--- src/rtl/noc_packetizer.sv ---
// noc_packetizer: turns a packet command plus payload words into head/body/tail flits for the node's flit fifo
//
// Ports:
//   clk, rst          clock, synchronous active-high reset
//   cmd_valid/ready   packet command handshake; cmd_dest and cmd_len are latched on acceptance
//   dat_valid/ready   payload word handshake; dat_payload is carried unmodified in body/tail flits
//   fifo_wr_en/data   write port into the downstream flit fifo; fifo_full blocks writes
//   busy              a packet is in progress
//   pkt_cnt           completed packets, wraps at 2^16
module noc_packetizer #(
   parameter int D_WIDTH = 16,
   parameter int NODE_ID = 0,
   parameter int DEST_W  = 4,
   parameter int LEN_W   = 6
) (
   input  logic               clk,
   input  logic               rst,
   input  logic               cmd_valid,
   output logic               cmd_ready,
   input  logic [DEST_W-1:0]  cmd_dest,
   input  logic [LEN_W-1:0]   cmd_len,
   input  logic               dat_valid,
   output logic               dat_ready,
   input  logic [D_WIDTH-3:0] dat_payload,
   output logic               fifo_wr_en,
   output logic [D_WIDTH-1:0] fifo_wr_data,
   input  logic               fifo_full,
   output logic               busy,
   output logic [15:0]        pkt_cnt
);
   localparam logic [1:0] IDLE = 2'd0;
   localparam logic [1:0] HEAD = 2'd1;
   localparam logic [1:0] BODY = 2'd2;
   // zero bits below the header fields, so the header sits right under the type field
   localparam int PAD = D_WIDTH - 2 - 2 * DEST_W - LEN_W;

   logic [1:0]         state;
   logic [DEST_W-1:0]  dest_q;
   logic [LEN_W-1:0]   len_q;
   logic [LEN_W-1:0]   rem;
   logic [D_WIDTH-1:0] head_flit;

   assign head_flit = D_WIDTH'({len_q == '0 ? 2'b11 : 2'b01, dest_q, DEST_W'(NODE_ID), len_q}) << PAD;

   always_comb begin
      cmd_ready    = state == IDLE;
      dat_ready    = state == BODY && !fifo_full;
      fifo_wr_en   = !fifo_full && (state == HEAD || (state == BODY && dat_valid));
      fifo_wr_data = state == HEAD ? head_flit : {rem == LEN_W'(1) ? 2'b10 : 2'b00, dat_payload};
      busy         = state != IDLE;
   end

   always_ff @(posedge clk) begin
      if (rst) begin
         state   <= IDLE;
         dest_q  <= '0;
         len_q   <= '0;
         rem     <= '0;
         pkt_cnt <= '0;
      end else begin
         case (state)
            IDLE: if (cmd_valid) begin
               dest_q <= cmd_dest;
               len_q  <= cmd_len;
               state  <= HEAD;
            end
            HEAD: if (fifo_wr_en) begin
               rem   <= len_q;
               state <= len_q == '0 ? IDLE : BODY;
               if (len_q == '0) pkt_cnt <= pkt_cnt + 16'd1;
            end
            BODY: if (fifo_wr_en) begin
               rem <= rem - LEN_W'(1);
               if (rem == LEN_W'(1)) begin
                  state   <= IDLE;
                  pkt_cnt <= pkt_cnt + 16'd1;
               end
            end
            default: state <= IDLE;
         endcase
      end
   end
endmodule

--- config.mk ---
export PLATFORM = sky130hd
export DESIGN_NAME = noc_packetizer
export DESIGN_NICKNAME = d
export VERILOG_FILES = /design/src/rtl/noc_packetizer.sv
export SDC_FILE = /design/constraint.sdc
export NUM_CORES = 1
export LEC_CHECK = 0
export ABC_AREA = 1
export CAP_MARGIN = 30
export CORE_MARGIN = 2
export CORE_UTILIZATION = 49
export DETAILED_ROUTE_END_ITERATION = 10
export PLACE_DENSITY = 0.86
export SETUP_SLACK_MARGIN = 0.4
export SYNTH_ARGS = -nofsm -noshare
export SYNTH_HDL_FRONTEND = slang
export SYNTH_SLANG_ARGS = --single-unit
--- constraint.sdc ---
create_clock -name clk -period 3 [get_ports clk]
set_input_delay 0.45 -clock clk [delete_from_list [all_inputs] [get_ports clk]]
set_output_delay 0.45 -clock clk [all_outputs]
set_load 0.01 [all_outputs]
==> reports/metrics.cfg, run 1 <==
[timing]
rsz0062_at_grt=no
period_needed_ns=2.359
finalHoldViolCount=0
finalCritPeriodShare_pct=78.63
finClkSkew_ns=0.006577
fmax_ghz=0.4240
slew_violations=0
worst_pin_slew_ns=0.4471
final-setup-viol-count=0
finalSetupTns_ns=0
slew-limit-headroom_pct=70.12

[floorplan]
top_level_ports=65
initial_utilization_pct=51.94
fp.dieW_um=66.99
core_area_um2=3744
fp.dieH_um=66.99
die_area_um2=4488
std_cell_rows=22

[yosys]
synth_warnings=0
yosysSeqAreaShare_pct=35.01
synth_cell_types=22
synthesis.area_um2=1944
ys_ff_latch=34
syn_inst=313
syn_nets=345
synth_area_per_cell_um2=6.212

[clock_network]
numCtsBuffers=5
clock-sinks=34
clk_latency_ns=0.29
cts_setup_buffers=0
holdBufCountCts=0
cts_root_buf=clkbuf_8
cts_tree=done
clockBufferDepth=2
htreeDepth=2
cts_resized=0
clk_pin_slew_worst_paths_ns=0.07

[route]
vias_per_cell=5.165
vias=2195
drt_iter0_drc=131
routed_wl_um=5061
first_pass_iters=4
drc=0
ant_nets=0
wl_per_cell_um=11.91

[critical_path]
worstReg2RegEnd=pkt_cnt[6]
r2r-start=state[0]
cp-startpoint=state[0]
ff2ff_path_depth=9
crit_path_max_fanout=10
critPathCaptureType=primary output
critPathArrivalTime_ns=1.91
cp.required_ns=2.55
ff2ff_setup_slack_ns=1.15
path_class=register to primary output
critPathLaunchType=register

[placement]
portBuffers=64
dp_cells=417
place_hpwl_um=3686
place_congestion=0.8416

[finish]
ff_latch_area_um2=680.7
syn_to_final_growth_pct=39.25
fill_cells=325
finalNonFillerCells=425
mostFrequentLayoutCells=nand2_1, clkdlybuf4s50_1, nor2_1
layout_commonest_cell=nand2_1
diodes=0
utilization_pct=72.33
multi_input_area_um2=1107
drive_gt1_share_pct=4.509
fin_nets=408

[global_route]
grt_max_degree=23
antenna_found_initial=0
grt_pass1_vias=2056
grt_pass1_wl_um=8645
grtUsageTotal_pct=25.26
overflow=0

[power]
p_total_mw=1.350
powerDensity_nw_per_um2=498.4
peakVddDrop_uv=259.6
p_leak_nw=1.061

[hold_path]
hp-start=len_q[4]
hp-class=register to register
whs_path_depth=2
worstHoldEndpoint=len_q[4]

[status]
status=finished, final reports clean

[job]
maxCapViolations=0

-- worst max path at each step --
| stage | endpoint | slack (ns) | cells past startpoint |
|---|---|---|---|
| after global placement | fifo_wr_en | 0.74 | 4 |
| after detailed placement | fifo_wr_en | 0.71 | 4 |
| after CTS | fifo_wr_en | 0.63 | 6 |
| after floorplan | fifo_wr_data[2] | 1.45 | 5 |
| after global routing | fifo_wr_data[15] | 0.51 | 5 |
| final | fifo_wr_en | 0.64 | 6 |
-- sequential cells by signal, indices dropped and copies added (netlist names) --
register and cells:
rem 6, len_q 6, pkt_cnt 16, dest_q 4
state 2
-- layer usage --
metal | GRT usage (%) | vias up | share of wire [%] | wire, µm
met5 | 0 | - | 0 | 0
met4 | 12.24 | 0 | 1.7 | 87
met3 | 5.574 | 10 | 5.8 | 292
met2 | 45.25 | 64 | 51 | 2603
met1 | 27.92 | 1007 | 41 | 2078
li1 | - | 1114 | - | -
-- metrics by stage --
stage | hold WS (ns) | worst slack [ns] | cell area, µm²
after floorplan | 0.4587 | 1.452 | 1944
after global placement | 0.4845 | 0.7429 | 2616
after detailed placement | 0.4942 | 0.7145 | 2616
after CTS | 0.5044 | 0.6346 | 2708
after global routing | 0.5345 | 0.5137 | 2708
final | 0.5019 | 0.6412 | 2708
-- critical path, stage by stage, from the launching register on --
cell and delay, ns:
dfxtp_1 0.34, inv_2 0.04, nor2_2 0.25, buf_4 0.23, nor2_1 0.08, nor2_4 0.11, clkdlybuf4s50_1 0.55
-- report_power, final --
group / switching [mW] / internal (mW) / total, mW
registers: 0.0331 / 0.493 / 0.526
logic: 0.262 / 0.206 / 0.468
clock network: 0.170 / 0.185 / 0.355
-- cell families (layout without fill, tap and decap cells) --
family | Yosys count | in the layout | synth area share (%)
AOI/OAI and AO/OA | 59 | 59 | 15.44
buffers and inverters | 40 | 104 | 8.043
DFF | 34 | 34 | 35.01
and+or+nand+nor | 167 | 167 | 35.07
xor gates and xnor gates | 10 | 10 | 4.504
adders and majority gates | 3 | 3 | 1.931
-- synthesized netlist by cell type --
master / n / share of area (%)
o21ai_1: 4 / 1.0
nor2_1: 43 / 8.3
buf_1: 1 / 0.19
o21bai_1: 1 / 0.39
nand3_1: 11 / 2.8
ha_1: 3 / 1.9
xor2_1: 6 / 2.7
buf_4: 1 / 0.39
nand2_1: 103 / 20
nor2_4: 1 / 0.58
nand3_4: 1 / 0.90
nor2_2: 2 / 0.64
a21boi_0: 1 / 0.39
xnor2_1: 4 / 1.8
o21ai_0: 20 / 5.1
buf_2: 2 / 0.51
dfxtp_1: 34 / 35
nand4_1: 6 / 1.9
inv_1: 26 / 5.0
clkbuf_1: 6 / 1.2
inv_2: 4 / 0.77
a21oi_1: 33 / 8.5
-- cell type report --
| class | count | area share (%) |
|---|---|---|
| multi-input combinational | 239 | 40.90 |
| clock inverter | 1 | 0.1848 |
| inverter | 30 | 4.159 |
| sequential | 34 | 25.14 |
| clock buffer | 7 | 3.189 |
| tap | 48 | 2.218 |
| timing repair buffer | 66 | 24.21 |
No activity file was read; power rests on OpenSTA's default activity.
==> run 2, diff against run 1 <==
Settings changed: CORE_UTILIZATION 49 to 46, PLACE_DENSITY 0.86 to 0.81.
Clock period 3 ns to 2.3 ns, I/O delays scaled along.
==> reports/metrics.cfg, run 2 (synthesized netlist as in run 1, its figures left out) <==
[status]
status=finished, final reports clean

[clock_network]
clockBufferDepth=2
cts_tree=done
cts_root_buf=clkbuf_8
holdBufCountCts=0
clock-sinks=34
htreeDepth=2
clk_pin_slew_worst_paths_ns=0.07
numCtsBuffers=5
clk_latency_ns=0.29

[floorplan]
top_level_ports=65
die_area_um2=4763
fp.dieH_um=69.02
initial_utilization_pct=48.26
fp.dieW_um=69.02
core_area_um2=4029
std_cell_rows=23

[finish]
mostFrequentLayoutCells=nand2_1, clkdlybuf4s50_1, nor2_1
reg_top3=pkt_cnt (16), len_q (6), rem (6)
drive_gt1_share_pct=6.037
syn_to_final_growth_pct=41.25
top_register=pkt_cnt
largest_register_ffs=16
layout_commonest_cell=nand2_1
diodes=0
finalNonFillerCells=431
fin_nets=412

[critical_path]
crit_path_max_fanout=4
ff2ff_path_depth=7
worstReg2RegEnd=pkt_cnt[8]
critPathCaptureType=primary output
critPathArrivalTime_ns=1.57
cp_cell_sequence=inv_2 -> nor2_4 -> buf_4 -> nand2_1 -> a21boi_0 -> dlygate4sd2_1
ff2ff_setup_slack_ns=0.74
critical_path.max_stage_delay_ns=0.34
r2r-start=pkt_cnt[0]
cp_slowest_cell=dfxtp_1
crit_end=fifo_wr_data[15]
critPathLaunchType=register
cp.required_ns=1.96
path_class=register to primary output
cp-startpoint=state[0]

[global_route]
antenna_found_initial=0
grtUsageTotal_pct=22.05
overflow=0
grt_pass1_vias=2093
grt_pass1_wl_um=8818
grt_max_degree=22

[power]
p_total_mw=1.763
powerDensity_nw_per_um2=642.1
peakVddDrop_uv=450.9
p_leak_nw=1.149

[timing]
worst_pin_slew_ns=0.4223
period_needed_ns=1.916
finalHoldViolCount=0
finalCritPeriodShare_pct=83.32
slew-limit-headroom_pct=71.82
final-setup-viol-count=0
finClkSkew_ns=0.005897
rsz0062_at_grt=yes
fmax_ghz=0.5218
finalSetupTns_ns=0
slew_violations=0

[placement]
dp_cells=422
place_congestion=0.8454
portBuffers=64
place_hpwl_um=3767

[job]
maxCapViolations=0

[hold_path]
whs_path_depth=2
hp-start=len_q[2]
hp-class=register to register

[route]
wl_per_cell_um=11.97
vias_per_cell=5.051
ant_nets=0
drt_iter0_drc=87
first_pass_iters=6
drc=0
vias=2177
routed_wl_um=5161

==> run 2: changes by cell type in the layout (fill, tap and decap cells not counted), sizes merged <==
| cell | previous run | this run |
|---|---|---|
| dlymetal6s2s | 0 | 3 |
| clkdlybuf4s50 | 64 | 47 |
| buf | 2 | 6 |
| dlygate4sd2 | 0 | 14 |
==> run 2: area by class of cell <==
type | count | area, µm²
Inverter | 30 | 115.1
Tap cell | 50 | 62.56
Clock buffer | 7 | 86.33
Clock inverter | 1 | 5.005
Sequential cell | 34 | 681.9
Timing Repair Buffer | 70 | 679.4
Multi-Input combinational cell | 239 | 1116
Fill cell | 371 | 1282
==> run 2: worst min-delay path by stage <==
stage                        endpoint  slack [ns]
after floorplan            pkt_cnt[1]        0.41
final                        len_q[2]        0.50
after global placement         rem[5]        0.48
after global routing         len_q[2]        0.53
after detailed placement  pkt_cnt[15]        0.49
after CTS                    len_q[3]        0.51
==> run 2: report_power, final <==
group,switching [mW],internal [mW],total (mW)
registers,0.0475,0.644,0.691
logic,0.352,0.260,0.612
clock network,0.219,0.242,0.460
total,0.618,1.14,1.76
==> run 2: routing by layer <==
metal / routed length [µm] / global-route usage, % / vias to the layer above / part of all wire, %
met1: 2267 / 25.70 / 965 / 44
li1: - / - / 1129 / -
met5: 0 / 0 / - / 0
met3: 269 / 3.801 / 11 / 5.2
met4: 102 / 9.586 / 0 / 2.0
met2: 2522 / 39.32 / 72 / 49
==> run 2: repair_timing <==
action                                  in CTS  in global routing
endpoints found under the setup margin      18                  5
pin swaps                                    1                  1
resized for setup                           18                  4
setup buffers                                1                  0
==> run 2: critical path, delay by kind of cell, from the launching register on <==
family / cells / cell delay (ns)
buf+inv: 3 / 0.51
flops: 1 / 0.34
simple gates: 2 / 0.28
compound gates: 1 / 0.16
==> run 2: metrics by stage <==
stage                     hold WS, ns  setup WS [ns]  util, %  instance area [µm²]
after detailed placement       0.4942         0.2006    65.56                 2641
after CTS                      0.5060         0.3846    67.89                 2735
after global placement         0.4828         0.2523    65.56                 2641
final                          0.5037         0.3837    68.17                 2746
after floorplan                0.4141         0.8575        -                 1944
after global routing           0.5289         0.3493    68.17                 2746
==> patch: new RTL, flow settings as in run 1 <==
The parameter `D_WIDTH` goes from 16 to 32.
--- a/src/rtl/noc_packetizer.sv
+++ b/src/rtl/noc_packetizer.sv
@@ -8,7 +8,7 @@
 //   busy              a packet is in progress
 //   pkt_cnt           completed packets, wraps at 2^16
 module noc_packetizer #(
-   parameter int D_WIDTH = 16,
+   parameter int D_WIDTH = 32,
    parameter int NODE_ID = 0,
    parameter int DEST_W  = 4,
    parameter int LEN_W   = 6
Ports: changed (resized dat_payload and fifo_wr_data); port bits go from 65 to 97. No check against the original RTL was run, so the function may have changed too.
==> patch against run 1 <==
Synthesized area increased by 7.1%; cell area increased by 16%; cell count increased by 15%; sequential cell count unchanged; sequential share of layout area decreased by 3.5 points; setup slack got worse by 78 ps; total power increased by 6.1%; wire length increased by 25%; critical path type unchanged; largest cell class unchanged.
==> patch: results (changes against run 1) <==
Status:
- The run finished with clean final reports.

Finish:
- The post-route cell area was 3140 sq um (+16%).
- The number of fill cells was 328 (+0.92%).
- The largest registers in the layout are pkt_cnt: 16 flops, len_q: 6 flops, rem: 6 flops.
- The number of nets in the layout is 488 (+20%).
- The fraction of layout cells with a size suffix above 1 is 4.55% (+0.036 points).

Placement:
- The placed cell count came to 483 (+16%).
- The routability-driven placement congestion ratio is 0.812 (-3.5%).
- The HPWL reported at the end of detailed placement came to 4.97 mm (+35%).
- The post-detailed-placement cell area is 3070 sq um (+17%).
- The count of buffers from port buffering is 96 (+50%).
- The worst setup timing slack at the placement stage is 703 ps (-11.1 ps).

Power and ir drop:
- The cell leakage power is 1.30 nW (+22%).
- The internal power is 925 uW (+4.6%).
- The worst vdd rail ir drop was 385 uV (+48%).

Critical path:
- The maximum net fanout on the critical path is 27 (+17).
- Among all stages on the critical path, the largest delay is contributed by clkdlybuf4s50_1.
- The data arrival at the endpoint of the critical path was 1990 ps (+80 ps).

Route:
- The total iterations of the first detailed-routing run is 5 (+1).
- The routed wire length per instance is 12.9 um (+8.4%).
- The wire length after detailed routing is 6.33 mm (+25%).
- The via count is 2435 (+11%).
- The first-iteration detailed-routing DRC count is 125 (-4.6%).

GRT:
- The global routing met2 resource utilization is 47.2% (+2.0 points).
- The maximum number of pins on one net before global-route repair is 28 (+22%).
- The total routing resource utilization after global routing is 26.3% (+1.0 points).
- The met1 track demand over resource in global routing was 31.6% (+3.7 points).
- The met3 track demand over resource in global routing was 4.80% (-0.78 points).
- The global-route wire length before repair is 10.4 mm (+20%).
- The via count of the first global-routing pass is 2238 (+8.9%).
- The initial antenna violation count is 0 (unchanged).

Synthesis:
- Sorting the synthesized cells by how often they occur yields nand2_1, nor2_1, inv_1.
- The count of unique library cells instantiated by Yosys is 23 (+4.5%).
- In the post-synthesis netlist, the biggest area contributors are dfxtp_1, nand2_1, nor2_1.
- The async set-or-reset flop fraction in the synthesized netlist is 0% (unchanged).
- The post-synthesis net count came to 395 (+14%).
- The cell count after synthesis came to 347 (+11%).
- The synthesis warning total came to 0 (unchanged).
- The share of the yosys chip area belonging to registers is 32.7% (-2.3 points).

Clock network:
- The buffer count from post-CTS setup fixing is 0 (unchanged).
- The library cell used as clock root buffer is clkbuf_8.
- The deepest clock path buffer count came to 2 (unchanged).
- The H-tree level count is 2 (unchanged).
- For the worst-skew pair, the clock arrives at the later sink with an insertion delay of 280 ps.
- The clock-pin slew on the worst setup and hold paths is 70 ps (about the same).

Timing:
- The worst clock skew is 6.07 ps (-0.507 ps).
- The actual slew at the worst max-slew pin came to 445 ps (-1.74 ps).

Hold path:
- The min-delay analysis places its worst path in the category reg2reg.
[patch: power groups by stage]
stage / clock, mW / sequential [mW] / combinational (mW)
finish: 0.312 / 0.529 / 0.591
global route: 0.338 / 0.531 / 0.650
CTS: 0.319 / 0.527 / 0.593
detailed placement: 0 / 0.537 / 0.591
global placement: 0 / 0.535 / 0.575
floorplan: 0 / 0.530 / 0.325
[patch: final cells by class]
type / count / share of cell area, %
Multi-Input combinational cell: 255 / 37.3
Sequential cell: 34 / 21.6
Timing Repair Buffer: 98 / 31.0
Clock buffer: 5 / 2.19
Inverter: 46 / 5.49
Clock inverter: 2 / 0.318
Tap cell: 50 / 1.99
[patch: cell families after synthesis]
family / count (synthesis) / share of synthesized area [%]
buffers and inverters: 58 / 11.0
and+or+nand+nor: 183 / 35.7
xor gates and xnor gates: 10 / 4.20
adders and majority gates: 3 / 1.80
DFF: 34 / 32.7
AOI/OAI and AO/OA: 59 / 14.6
[patch: layer usage]
layer	part of all wire (%)	routed length [um]	vias up
li1	-	-	1259
met1	41	2600	1087
met2	52	3290	76
met3	5.1	325	13
met4	1.7	105	0
met5	0	0	-
[patch: path summary, 6_finish.rpt]
check / slack, ps / from / end / depth (start not counted)
setup / recovery: 560 / state[1] / fifo_wr_data[16] / 5
hold / removal: 500 / pkt_cnt[15] / pkt_cnt[15] / 2
setup reg to reg: 1140 / state[1] / rem[3] / 7
hold reg to reg: 500 / pkt_cnt[15] / pkt_cnt[15] / 2
[patch: tightest hold or removal path, cell delays in order, from the launching register on]
cell and delay [ps]:
dfxtp_1 330, nand2_1 70, a21oi_1 50
